$ cat src/rtl/cds_pkg.sv
// Shared types and helpers for the countdown_seconds block.
//   cds_state_t : countdown FSM states
//   BCD_W       : width of one BCD digit
//   BCD_MAX     : largest legal BCD digit
//   bcd_clamp() : saturate an out-of-range digit to 9
//   bcd2bin()   : two BCD digits -> binary 0..99
package cds_pkg;

    typedef enum logic [1:0] {
        ST_IDLE    = 2'd0,
        ST_RUN     = 2'd1,
        ST_PAUSED  = 2'd2,
        ST_EXPIRED = 2'd3
    } cds_state_t;

    localparam int              BCD_W   = 4;
    localparam logic [BCD_W-1:0] BCD_MAX = 4'd9;

    function automatic logic [BCD_W-1:0] bcd_clamp(input logic [BCD_W-1:0] d);
        return (d > BCD_MAX) ? BCD_MAX : d;
    endfunction

    function automatic logic [6:0] bcd2bin(input logic [BCD_W-1:0] tens,
                                           input logic [BCD_W-1:0] ones);
        return (7'(tens) * 7'd10) + 7'(ones);
    endfunction

endpackage

$ cat src/rtl/bcd2_down.sv
// Two-digit BCD down-counter register.
//   i_clk, i_rst            : clock, async active-high reset
//   i_load                  : load (clamped) digits; wins over i_dec
//   i_load_tens/i_load_ones : value to load, digits > 9 clamp to 9
//   i_dec                   : decrement by one with borrow, holds at 00
//   o_tens/o_ones           : registered current value
//   o_next_tens/o_next_ones : value that will be registered on this edge
//   o_zero                  : next value is 00
module bcd2_down
    import cds_pkg::*;
(
    input  logic             i_clk,
    input  logic             i_rst,
    input  logic             i_load,
    input  logic [BCD_W-1:0] i_load_tens,
    input  logic [BCD_W-1:0] i_load_ones,
    input  logic             i_dec,
    output logic [BCD_W-1:0] o_tens,
    output logic [BCD_W-1:0] o_ones,
    output logic [BCD_W-1:0] o_next_tens,
    output logic [BCD_W-1:0] o_next_ones,
    output logic             o_zero
);

    logic [BCD_W-1:0] r_tens, r_ones;
    logic [BCD_W-1:0] w_nt, w_no;
    logic             w_is_zero;

    assign w_is_zero = (r_tens == '0) && (r_ones == '0);

    always_comb begin
        w_nt = r_tens;
        w_no = r_ones;
        if (i_load) begin
            w_nt = bcd_clamp(i_load_tens);
            w_no = bcd_clamp(i_load_ones);
        end else if (i_dec && !w_is_zero) begin
            // 00 is a floor: never borrow below it
            if (r_ones == '0) begin
                w_no = BCD_MAX;
                w_nt = r_tens - 4'd1;
            end else begin
                w_no = r_ones - 4'd1;
            end
        end
    end

    always_ff @(posedge i_clk or posedge i_rst) begin
        if (i_rst) begin
            r_tens <= '0;
            r_ones <= '0;
        end else begin
            r_tens <= w_nt;
            r_ones <= w_no;
        end
    end

    assign o_tens      = r_tens;
    assign o_ones      = r_ones;
    assign o_next_tens = w_nt;
    assign o_next_ones = w_no;
    assign o_zero      = (w_nt == '0) && (w_no == '0);

endmodule

$ cat src/rtl/countdown_seconds.sv
// Seconds countdown driven by a 1 ms tick. Counts MS_PER_SEC ticks per
// second, decrements a two-digit BCD value and pulses done on reaching 00.
// Optional feature macro: CDS_WARN_EN adds the registered warn output.
//   clk, rst            : clock, async active-high reset
//   ms_tick             : 1 ms pulse from upstream timer
//   start               : load digits and begin (any state)
//   pause               : level, hold countdown while high
//   load_tens/load_ones : BCD start value, digits > 9 clamp to 9
//   timer_enable        : upstream timer enable, high only in RUN (comb.)
//   sec_tens/sec_ones   : remaining seconds, BCD
//   running             : high in RUN
//   done                : one-cycle expiry pulse
//   warn                : remaining <= WARN_SECS in RUN/PAUSED (CDS_WARN_EN)
module countdown_seconds
    import cds_pkg::*;
#(
    parameter int MS_PER_SEC = 1000,
    parameter int MS_W       = 10,
    parameter int WARN_SECS  = 5
) (
    input  logic             clk,
    input  logic             rst,
    input  logic             ms_tick,
    input  logic             start,
    input  logic             pause,
    input  logic [BCD_W-1:0] load_tens,
    input  logic [BCD_W-1:0] load_ones,
    output logic             timer_enable,
    output logic [BCD_W-1:0] sec_tens,
    output logic [BCD_W-1:0] sec_ones,
    output logic             running,
    output logic             done
`ifdef CDS_WARN_EN
   ,output logic             warn
`endif
);

    localparam logic [MS_W-1:0] MS_LAST = MS_W'(MS_PER_SEC - 1);

    cds_state_t       r_state, w_state_next;
    logic [MS_W-1:0]  r_ms_count, w_ms_next;
    logic             r_running, r_done;
    logic             w_load, w_dec, w_zero, w_done_next;
    logic [BCD_W-1:0] w_next_tens, w_next_ones;

    bcd2_down u_bcd (
        .i_clk       (clk),
        .i_rst       (rst),
        .i_load      (w_load),
        .i_load_tens (load_tens),
        .i_load_ones (load_ones),
        .i_dec       (w_dec),
        .o_tens      (sec_tens),
        .o_ones      (sec_ones),
        .o_next_tens (w_next_tens),
        .o_next_ones (w_next_ones),
        .o_zero      (w_zero)
    );

    // Next state: start beats tick processing, which beats pause.
    always_comb begin
        w_state_next = r_state;
        w_ms_next    = r_ms_count;
        w_load       = 1'b0;
        w_dec        = 1'b0;
        w_done_next  = 1'b0;
        if (start) begin
            w_load    = 1'b1;
            w_ms_next = '0;
            if (w_zero) begin
                w_state_next = ST_EXPIRED;
                w_done_next  = 1'b1;
            end else begin
                w_state_next = ST_RUN;
            end
        end else begin
            case (r_state)
                ST_RUN: begin
                    if (ms_tick && (r_ms_count == MS_LAST)) begin
                        w_ms_next = '0;
                        w_dec     = 1'b1;
                    end else if (ms_tick) begin
                        w_ms_next = r_ms_count + 1'b1;
                    end
                    // expiry from the counted tick overrides a same-cycle pause
                    if (w_dec && w_zero) begin
                        w_state_next = ST_EXPIRED;
                        w_done_next  = 1'b1;
                    end else if (pause) begin
                        w_state_next = ST_PAUSED;
                    end
                end
                ST_PAUSED: begin
                    if (!pause) w_state_next = ST_RUN;
                end
                default: ;  // IDLE / EXPIRED hold until start
            endcase
        end
    end

    always_ff @(posedge clk or posedge rst) begin
        if (rst) begin
            r_state    <= ST_IDLE;
            r_ms_count <= '0;
            r_running  <= 1'b0;
            r_done     <= 1'b0;
        end else begin
            r_state    <= w_state_next;
            r_ms_count <= w_ms_next;
            r_running  <= (w_state_next == ST_RUN);
            r_done     <= w_done_next;
        end
    end

    assign timer_enable = (r_state == ST_RUN);
    assign running      = r_running;
    assign done         = r_done;

`ifdef CDS_WARN_EN
    logic r_warn;
    logic w_warn_next;

    // Registered from the next value/state so warn lines up with the digits.
    assign w_warn_next = ((w_state_next == ST_RUN) || (w_state_next == ST_PAUSED)) &&
                         (bcd2bin(w_next_tens, w_next_ones) <= 7'(WARN_SECS));

    always_ff @(posedge clk or posedge rst) begin
        if (rst) r_warn <= 1'b0;
        else     r_warn <= w_warn_next;
    end

    assign warn = r_warn;
`else
    logic w_unused_next;
    assign w_unused_next = ^{w_next_tens, w_next_ones};
`endif

endmodule
$ cat config.mk
export PLATFORM = sky130hd
export DESIGN_NAME = countdown_seconds
export DESIGN_NICKNAME = d
export VERILOG_FILES = /design/src/rtl/cds_pkg.sv /design/src/rtl/bcd2_down.sv /design/src/rtl/countdown_seconds.sv
export SDC_FILE = /design/constraint.sdc
export NUM_CORES = 1
export LEC_CHECK = 0
export ABC_AREA = 1
export BUFFER_PORTS_ARGS = -buffer_cell sky130_fd_sc_hd__buf_2
export CELL_PAD_IN_SITES_DETAIL_PLACEMENT = 0
export CELL_PAD_IN_SITES_GLOBAL_PLACEMENT = 1
export CORE_MARGIN = 5
export CORE_UTILIZATION = 36
export CTS_CLUSTER_DIAMETER = 200
export DETAILED_ROUTE_END_ITERATION = 7
export PLACE_DENSITY_LB_ADDON = 0.1
export REMOVE_ABC_BUFFERS = 1
export SYNTH_ARGS = -nofsm -noshare
export SYNTH_HDL_FRONTEND = slang
export SYNTH_SLANG_ARGS = --single-unit
$ cat constraint.sdc
create_clock -name clk -period 2.1 [get_ports clk]
set_clock_uncertainty 0.15 [all_clocks]
set_input_delay 0 -clock clk [delete_from_list [all_inputs] [get_ports clk]]
set_output_delay 0 -clock clk [all_outputs]
set_load 0.01 [all_outputs]
### Yosys cells after proc, flatten, opt, wreduce, memory -nomap -nowiden

Cells that the tools add are included.

* add/subtract/negate cells: 3
* multiply operators: 0
* divide/modulo/power cells: 0
* order comparisons: 2
* eq/ne operators: 4
* shift-type cells: 0
* mux-type cells: 28
* bitwise logic cells: 0
* reduce and logical (&&, ||, !) cells: 13

Operators by type and width (number)
* $mux 10: 4
* $mux 4: 8
* $logic_not 4->1: 4
* $add 10x1->10 const B: 1
* $eq 10x10->1 const B: 1
* $mux 1: 10
* $mux 2: 5
* $gt 4x4->1 const B: 2
* $sub 4x1->4 const B: 2
* $logic_and 1x1->1: 5
* $eq 2x1->1 const B: 2
* $pmux 2 s2: 1
* $reduce_bool 3->1: 1
* $eq 2x2->1 const B: 1
* $reduce_and 2->1: 1
* $reduce_bool 2->1: 1
* $logic_not 1->1: 1

* bits in registers: 22
* latch bits: 0
* bits in writable memories: 0
* memory bits (read-only): 0
* input port bits: 13
* output and inout bits: 11
* logic and storage cells: 56
* memories kept: 0

### Longest topological paths before layout

Gate-level depths: netlist of run 1.

* word-level depth: 17
* gate-level depth with buffers: 17
* mapped depth without buffers: 17

### By module

A second synthesis of run 1 with hierarchy kept.

* cell total of the unflattened synthesis: 211
* area total of the unflattened synthesis: 1506.4 um2

Modules (own cells, without submodules)
* countdown_seconds: times used 1, cells each 108, area each 822.0 um2, seq. area each 350.3 um2
* bcd2_down: times used 1, cells each 103, area each 684.4 um2, seq. area each 200.2 um2

### Worst setup path after synthesis of run 1

Ideal clock, no wire load.

* path type: reg-to-reg
* start point: register r_state[1]
* end point: register r_running (netlist: running)
* data arrival time: 1.780 ns
* data required time: 1.825 ns
* setup slack: 0.045 ns
* cell stages (with the launch flop): 16
* buffers on the path: 0
* clock period less this slack: 2.055 ns
* cell sequence: dfrtp_1 inv_1 ha_1 inv_1 nor2_4 nand4_4 nand2_1 nand3_1 nand2_1 nand3_1 nor2_2 nand3_2 nand2_1 nand2_1 nand2_1 a21oi_1

* cells in the longest elaborated chain, start to end: 13

RTL lines
* from (decl): line countdown_seconds.sv:40 `cds_state_t r_state, w_state_next;`
* from (signal assigned): line countdown_seconds.sv:108 `r_state <= w_state_next;`
* $eq 2x1->1 (*)
* via timer_enable: line countdown_seconds.sv:28 `output logic timer_enable,`
* $mux 1: line countdown_seconds.sv:77 `case (r_state)`
* $mux 1: line countdown_seconds.sv:67 `if (start) begin`
* $logic_and 1x1->1: line bcd2_down.sv:37 `end else if (i_dec && !w_is_zero) begin`
* $mux 4: line bcd2_down.sv:37
* $mux 4: line bcd2_down.sv:34 `if (i_load) begin`
* $logic_not 4->1: line bcd2_down.sv:62 `assign o_zero = (w_nt == '0) && (w_no == '0);`
* $logic_and 1x1->1: line bcd2_down.sv:62
* $logic_and 1x1->1: line countdown_seconds.sv:86 `if (w_dec && w_zero) begin`
* $mux 2: line countdown_seconds.sv:86
* $pmux 2 s2: line countdown_seconds.sv:77
* $mux 2 (*): line countdown_seconds.sv:67
* $eq 2x1->1 (*): line countdown_seconds.sv:110 `r_running <= (w_state_next == ST_RUN);`
* to (signal assigned): line countdown_seconds.sv:110
* to (decl): line countdown_seconds.sv:42 `logic r_running, r_done;`

Mark *: on every way through the listed nets, which the timed path passes. The rest lies on a longest branch.
A chain may end at the register's enable or synchronous reset.

### Final worst setup path of run 1

* start point: register r_state[1]
* end point: register r_state[0]

* cells in the longest elaborated chain, start to end: 12

RTL lines (line)
* $eq 2x1->1: countdown_seconds.sv:77
* $mux 1: countdown_seconds.sv:77
* $mux 1: countdown_seconds.sv:67
* $logic_and 1x1->1: bcd2_down.sv:37
* $mux 4: bcd2_down.sv:37
* $mux 4: bcd2_down.sv:34
* $logic_not 4->1: bcd2_down.sv:62
* $logic_and 1x1->1: bcd2_down.sv:62
* $logic_and 1x1->1: countdown_seconds.sv:86
* $mux 2: countdown_seconds.sv:86
* $pmux 2 s2 (*): countdown_seconds.sv:77
* $mux 2 (*): countdown_seconds.sv:67
* via w_state_next[0]: countdown_seconds.sv:40

Marked as above.

==> results.cfg, run 1 <==
[run_status]
outcome = finished clean

[sta]
relSlewSlack_pct = 67.26
setup_viol = 0
drv_slew = 0
fin_ws_ns = 0.03607
tightest_slew_ns = 0.4873
timing_hold_violations_final = 0
tns_ns = 0
fin_crit_sh_pct = 98.28
rsz0062_at_grt = true
min_period_ns = 2.064
fmax_mhz = 484.5

[setup_path]
cp-end-kind = flip-flop
crit_buf_inv = 3
endpoint = r_state[0]
reg2reg_slack_ns = 0.04
path_cells = inv_2 > ha_4 > inv_2 > nor2_4 > nand4_4 > nor2_2 > nand2_1 > nand2_1 > nand2_1 > nand3_2 > nor2_4 > nand3_2 > nand2_1 > a21oi_2 > inv_1
worstPathMaxFanout = 5
cp.depth = 15
arrival_ns = 2.07
critPathKind = reg2reg
reg2reg_depth = 15
crit_required_ns = 2.11
critPathTopFamily = simple AND/OR/NAND/NOR gates
max_stage_delay_ns = 0.40
crit_slowest_cell = dfrtp_1
worstReg2RegEnd = r_state[0]
start_kind = flip-flop
crit_top_cell = nand2_1
crit_start = r_state[1]
worstReg2RegStart = r_state[1]

[finish]
syn_to_final_growth_pct = 37.09
most-common-layout-cells = nand2_1 (45), inv_1 (35), nor2_1 (26)
n_antenna_cell = 0
drive_above_1_share_pct = 35.17
filler_cell_count = 458
layout.nets = 309
final_common_cell = nand2_1

[clocking]
ctsLongestPathBuffers = 2
h-tree-depth = 1
cts_tree = yes
cts_root_buf = clkbuf_8
clk_latency_ns = 0.27
clk_pin_slew_ns = 0.08
cts_setup_buffers = 0
tritoncts.num_buffers = 3
cts_sinks = 22

[global_route]
grt_antenna_before_repair = 0
grt_pass1_wl_um = 7376
grt_usage_pct = 14.80
first_global_vias = 1706
grt_max_degree = 16
overflow = 0

[flow_run]
drv_cap = 0

[routing]
drcViolationCount = 0
via_count = 1615
dr.pass1.iters = 4
vias_per_cell = 4.722
wl_per_cell_um = 11.98
wirelength_um = 4097
antenna_left = 0
drt_iter0_drc = 62

[die]
start_util_pct = 37.18
io_pins = 24
die_w_um = 77.06
die_h_um = 77.06
num_rows = 24
core_area_um2 = 4354
fp.dieArea_um2 = 5938

[logic_synthesis]
ys_seq_elements = 22
syn_area_um2 = 1619
async_flop_share_pct = 100.0
syn_avg_cell_area_um2 = 7.132
synth_warnings = 0
yosys.area.top_type = dfrtp_1
synth_ff_type = dfrtp_1
synthTopCellsByArea = dfrtp_1 (34%), nand2_1 (11%), inv_1 (8.6%), nor2_1 (6.5%), nand2_2 (5.0%)
yosysTopAreaCellShare_pct = 34.00
yosys.cell_types.count = 29
ys_seq_area_share_pct = 34.00
synth_edf_count = 0
synth_cells = 227

[min_path]
hold_path_class = in2reg

[placement]
dpl_worst_slack_ns = -0.04515
dp_hpwl_um = 3239
portBuffers = 23
gp_congestion = 0.7745

[power]
ir_drop_mv = 0.2528
power_density_nw_per_um2 = 621.6
p_leak_nw = 1.130
how the worst min path moves through the flow:
| stage | startpoint | endpoint | slack, ns | cells past startpoint |
|---|---|---|---|---|
| final | start | r_state[1] | 0.03 | 3 |
| after global routing | start | running | 0.05 | 4 |
| after CTS | start | r_state[1] | 0.01 | 3 |
| after detailed placement | rst | running | -0.11 | 2 |
| after global placement | rst | r_state[0] | -0.11 | 2 |
| after floorplan | rst | done | -0.16 | 1 |
cells in the mapped netlist, types with 2 or more instances:
cell     count
nand2_1     46
nor2_1      28
nor2_2       4
nand4_1      6
nand3_1     13
dfrtp_1     22
a21oi_1     10
nand2_2     13
o21ai_0      5
xor2_1       2
nand3_2      4
ha_1         5
inv_1       37
inv_2        8
nor2_4       7
nor3_1       4
worst min-delay path, cell delays in order:
cell and delay (ns):
buf_2 0.17, nor2_1 0.16, a21boi_1 0.07
through the flow:
| stage | hold WS [ns] | utilization (%) | instances | total power [mW] | area (µm²) |
|---|---|---|---|---|---|
| global placement | -0.1103 | 45.55 | 327 | 1.006 | 1983 |
| floorplan | -0.1608 | - | 226 | 0.7963 | 1608 |
| global route | 0.05092 | 50.98 | 342 | 1.478 | 2220 |
| finish | 0.03098 | 50.98 | 342 | 1.380 | 2220 |
| CTS | 0.01121 | 50.40 | 342 | 1.383 | 2195 |
| detailed placement | -0.1067 | 45.55 | 327 | 1.010 | 1983 |
state kept, by name, summed over array words and instances, names as in the netlist:
register	count
r_state	2
running	1
r_ms_count	10
done	1
u_bcd.o_ones	4
u_bcd.o_tens	4
layer usage:
layer / up-vias / global-route usage, % / part of all wire (%)
met5: - / 0 / 0
met4: 0 / 3.952 / 1.1
met3: 6 / 2.576 / 3.9
met2: 36 / 24.62 / 47
met1: 731 / 19.77 / 47
li1: 842 / - / -
cell type report:
class                   count  area [µm²]  area share (%)
clock buffers               4       55.05           2.480
inverters                  45       168.9           7.610
multi-input cells         159       955.9           43.07
flip-flops and latches     22       550.5           24.80
well taps                  52       65.06           2.931
repair buffers             60       424.2           19.11
what timing repair did:
item                                   CTS  global route
gates resized for setup                 12             5
hold buffers                            11             0
endpoints found under the hold margin   17             0
setup endpoints to repair                5             4
pin swaps                                7             3
logic make-up (layout without fill, tap and decap cells):
family                   after synthesis  after routing  synth area share (%)
buffers and inverters                 46            109                 11.13
flip-flops                            22             22                 34.00
AO/OA/AOI/OAI                         22             22                 8.115
adder cells (fa/ha/maj)                5              5                 3.864
XOR/XNOR                               3              3                 1.623
AND/OR/NAND/NOR                      129            129                 41.27
report_power, final:
| group | internal (mW) | switching [mW] | total, mW |
|---|---|---|---|
| Combinational | 0.253 | 0.296 | 0.549 |
| Sequential | 0.474 | 0.0411 | 0.515 |
| Clock | 0.167 | 0.149 | 0.316 |
(Power assumes the default switching activity.)
==> run 2, diff against run 1 <==
--- a/config.mk
+++ b/config.mk
@@ -5,7 +5,6 @@
 export SDC_FILE = /design/constraint.sdc
 export NUM_CORES = 1
 export LEC_CHECK = 0
-export ABC_AREA = 1
 export BUFFER_PORTS_ARGS = -buffer_cell sky130_fd_sc_hd__buf_2
 export CELL_PAD_IN_SITES_DETAIL_PLACEMENT = 0
 export CELL_PAD_IN_SITES_GLOBAL_PLACEMENT = 1
==> results.cfg, run 2 <==
[sta]
rsz0062_at_grt = true
fin_crit_sh_pct = 132.6
drv_slew = 0
tns_ns = -2.567
fmax_mhz = 359.0
min_period_ns = 2.785
fin_ws_ns = -0.6852
holdWs_ns = 0.005348
tightest_slew_ns = 0.8811
relSlewSlack_pct = 41.19
timing_hold_violations_final = 0
setup_viol = 4

[routing]
drcViolationCount = 0
antenna_left = 0
via_count = 1469
dr.pass1.iters = 4
vias_per_cell = 5.136
wl_per_cell_um = 13.52
drt_iter0_drc = 30
wirelength_um = 3868

[logic_synthesis]
ys_seq_elements = 22
syn_avg_cell_area_um2 = 8.804
synth.most_common_cell = dfrtp_1
async_flop_share_pct = 100.0
synthTopCellsByArea = dfrtp_1 (38%), nor2_1 (5.5%), o21ai_0 (4.9%), ha_1 (4.3%), a21oi_1 (3.5%)
synth_ff_type = dfrtp_1
synth_cells = 164
synth_edf_count = 0
syn_area_um2 = 1444
ys_seq_area_share_pct = 38.13
yosysTopAreaCellShare_pct = 38.13
yosys.area.top_type = dfrtp_1
synth_common_cells = dfrtp_1 (22), nor2_1 (21), o21ai_0 (14)
synth_warnings = 0
yosys.cell_types.count = 51

[placement]
placed_area_um2 = 1861
portBuffers = 23
dp_hpwl_um = 2995
gp_congestion = 0.8908

[finish]
syn_to_final_growth_pct = 44.80
filler_cell_count = 381
n_antenna_cell = 0
post-route-util_pct = 53.03
layout.nets = 255
multi_input_area_um2 = 864.6
regArea_um2 = 550.5
drive_above_1_share_pct = 37.29
design_area_um2 = 2091
most-common-layout-cells = buf_4 (38), buf_2 (23), dfrtp_1 (22)
largest_reg_flops = 10
largest_register = r_ms_count
final_common_cell = buf_4

[run_status]
outcome = complete, but fails checks
violations = negative setup slack

[clocking]
tritoncts.num_buffers = 3
ctsLongestPathBuffers = 2
clk_pin_slew_ns = 0.09
h-tree-depth = 1
cts_tree = yes
clk_latency_ns = 0.26
cts_root_buf = clkbuf_8
cts_sinks = 22

[die]
num_rows = 23
start_util_pct = 36.62
io_pins = 24
die_h_um = 73.33
die_w_um = 73.33
fp.dieArea_um2 = 5377
core_area_um2 = 3943

[global_route]
grt_pass1_wl_um = 6665
grt_usage_pct = 15.68
grt_max_degree = 23
grt_antenna_before_repair = 0
overflow = 0
first_global_vias = 1465

[power]
combPwrFrac_pct = 32.9
intPower_mw = 0.9371
total_power_mw = 1.329
switching_power_mw = 0.3917
swShare_pct = 29.48
power_frac_clock_pct = 30.7
p_leak_nw = 0.9896
ir_drop_mv = 0.4668
pwr-share-seq_pct = 36.4
power_density_nw_per_um2 = 635.5

[setup_path]
cp-end-kind = flip-flop
worstPathMaxFanout = 4
arrival_ns = 2.79
crit_required_ns = 2.11
critPathKind = reg2reg
start_kind = flip-flop

[flow_run]
drv_cap = 0

[min_path]
hold_path_class = in2reg
## run 2: power by group through the flow
stage          sequential, mW  combinational (mW)  clock, mW
5_1_grt                 0.489               0.491      0.429
6_report                0.484               0.437      0.408
3_5_place_dp            0.492               0.405          0
4_1_cts                 0.485               0.433      0.413
2_1_floorplan           0.514               0.200          0
3_3_place_gp            0.491               0.393          0
## run 2: worst max-delay path: stages, from the launching register on
cell	delay, ns
dfrtp_1	0.40
inv_2	0.08
ha_4	0.13
or3b_4	0.37
buf_4	0.15
nand3b_1	0.08
nor3_1	0.05
or3_1	0.38
or4b_4	0.59
o31a_1	0.29
## run 2: area by class of cell
cell class	instances	share of cell area [%]
clock buffer	3	1.975
sequential	22	26.33
clock inverter	1	1.436
tap	50	2.992
multi-input combinational	128	41.35
inverter	11	1.975
timing repair buffer	71	23.94
## run 2: worst paths after layout
check	startpoint	to	slack, ns	cells after the start
worst max-delay path	u_bcd.o_tens[1]	running	-0.69	9
worst min-delay path	load_tens[3]	u_bcd.o_tens[3]	0.005	4
worst max register to register	u_bcd.o_tens[1]	running	-0.69	9
worst min register to register	r_ms_count[3]	r_ms_count[3]	0.46	2
max in group asynchronous	rst	r_state[0]	0.96	3
min in group asynchronous	rst	r_ms_count[7]	0.30	3
## run 2: stage by stage
stage          cells  worst slack, ns
5_1_grt          286          -0.7578
3_5_place_dp     270          -0.7175
6_report         286          -0.6852
3_3_place_gp     270          -0.6920
4_1_cts          286          -0.7340
2_1_floorplan    161          -0.8505
## run 2: repair_timing
| item | CTS | global route |
|---|---|---|
| pin swaps | 6 | 4 |
| hold buffers | 10 | 0 |
| buffers inserted | 2 | 0 |
| gates resized for setup | 6 | 6 |
| hold endpoints to repair | 28 | 0 |
| endpoints found under the setup margin | 4 | 10 |
## run 2: metal layers
metal / GRT usage, % / part of all wire, %
met1: 20.75 / 46
met4: 3.219 / 0.88
met3: 2.873 / 3.3
met5: 0 / 0
met2: 26.71 / 49
## run 2: cells by family after synthesis
group,after synthesis,share of synthesized area (%)
XOR/XNOR,7,4.246
AO/OA/AOI/OAI,38,15.86
AND/OR/NAND/NOR,75,30.24
flip-flops,22,38.13
buffers and inverters,14,5.026
adder cells (fa/ha/maj),5,4.333
multiplexers,3,2.166
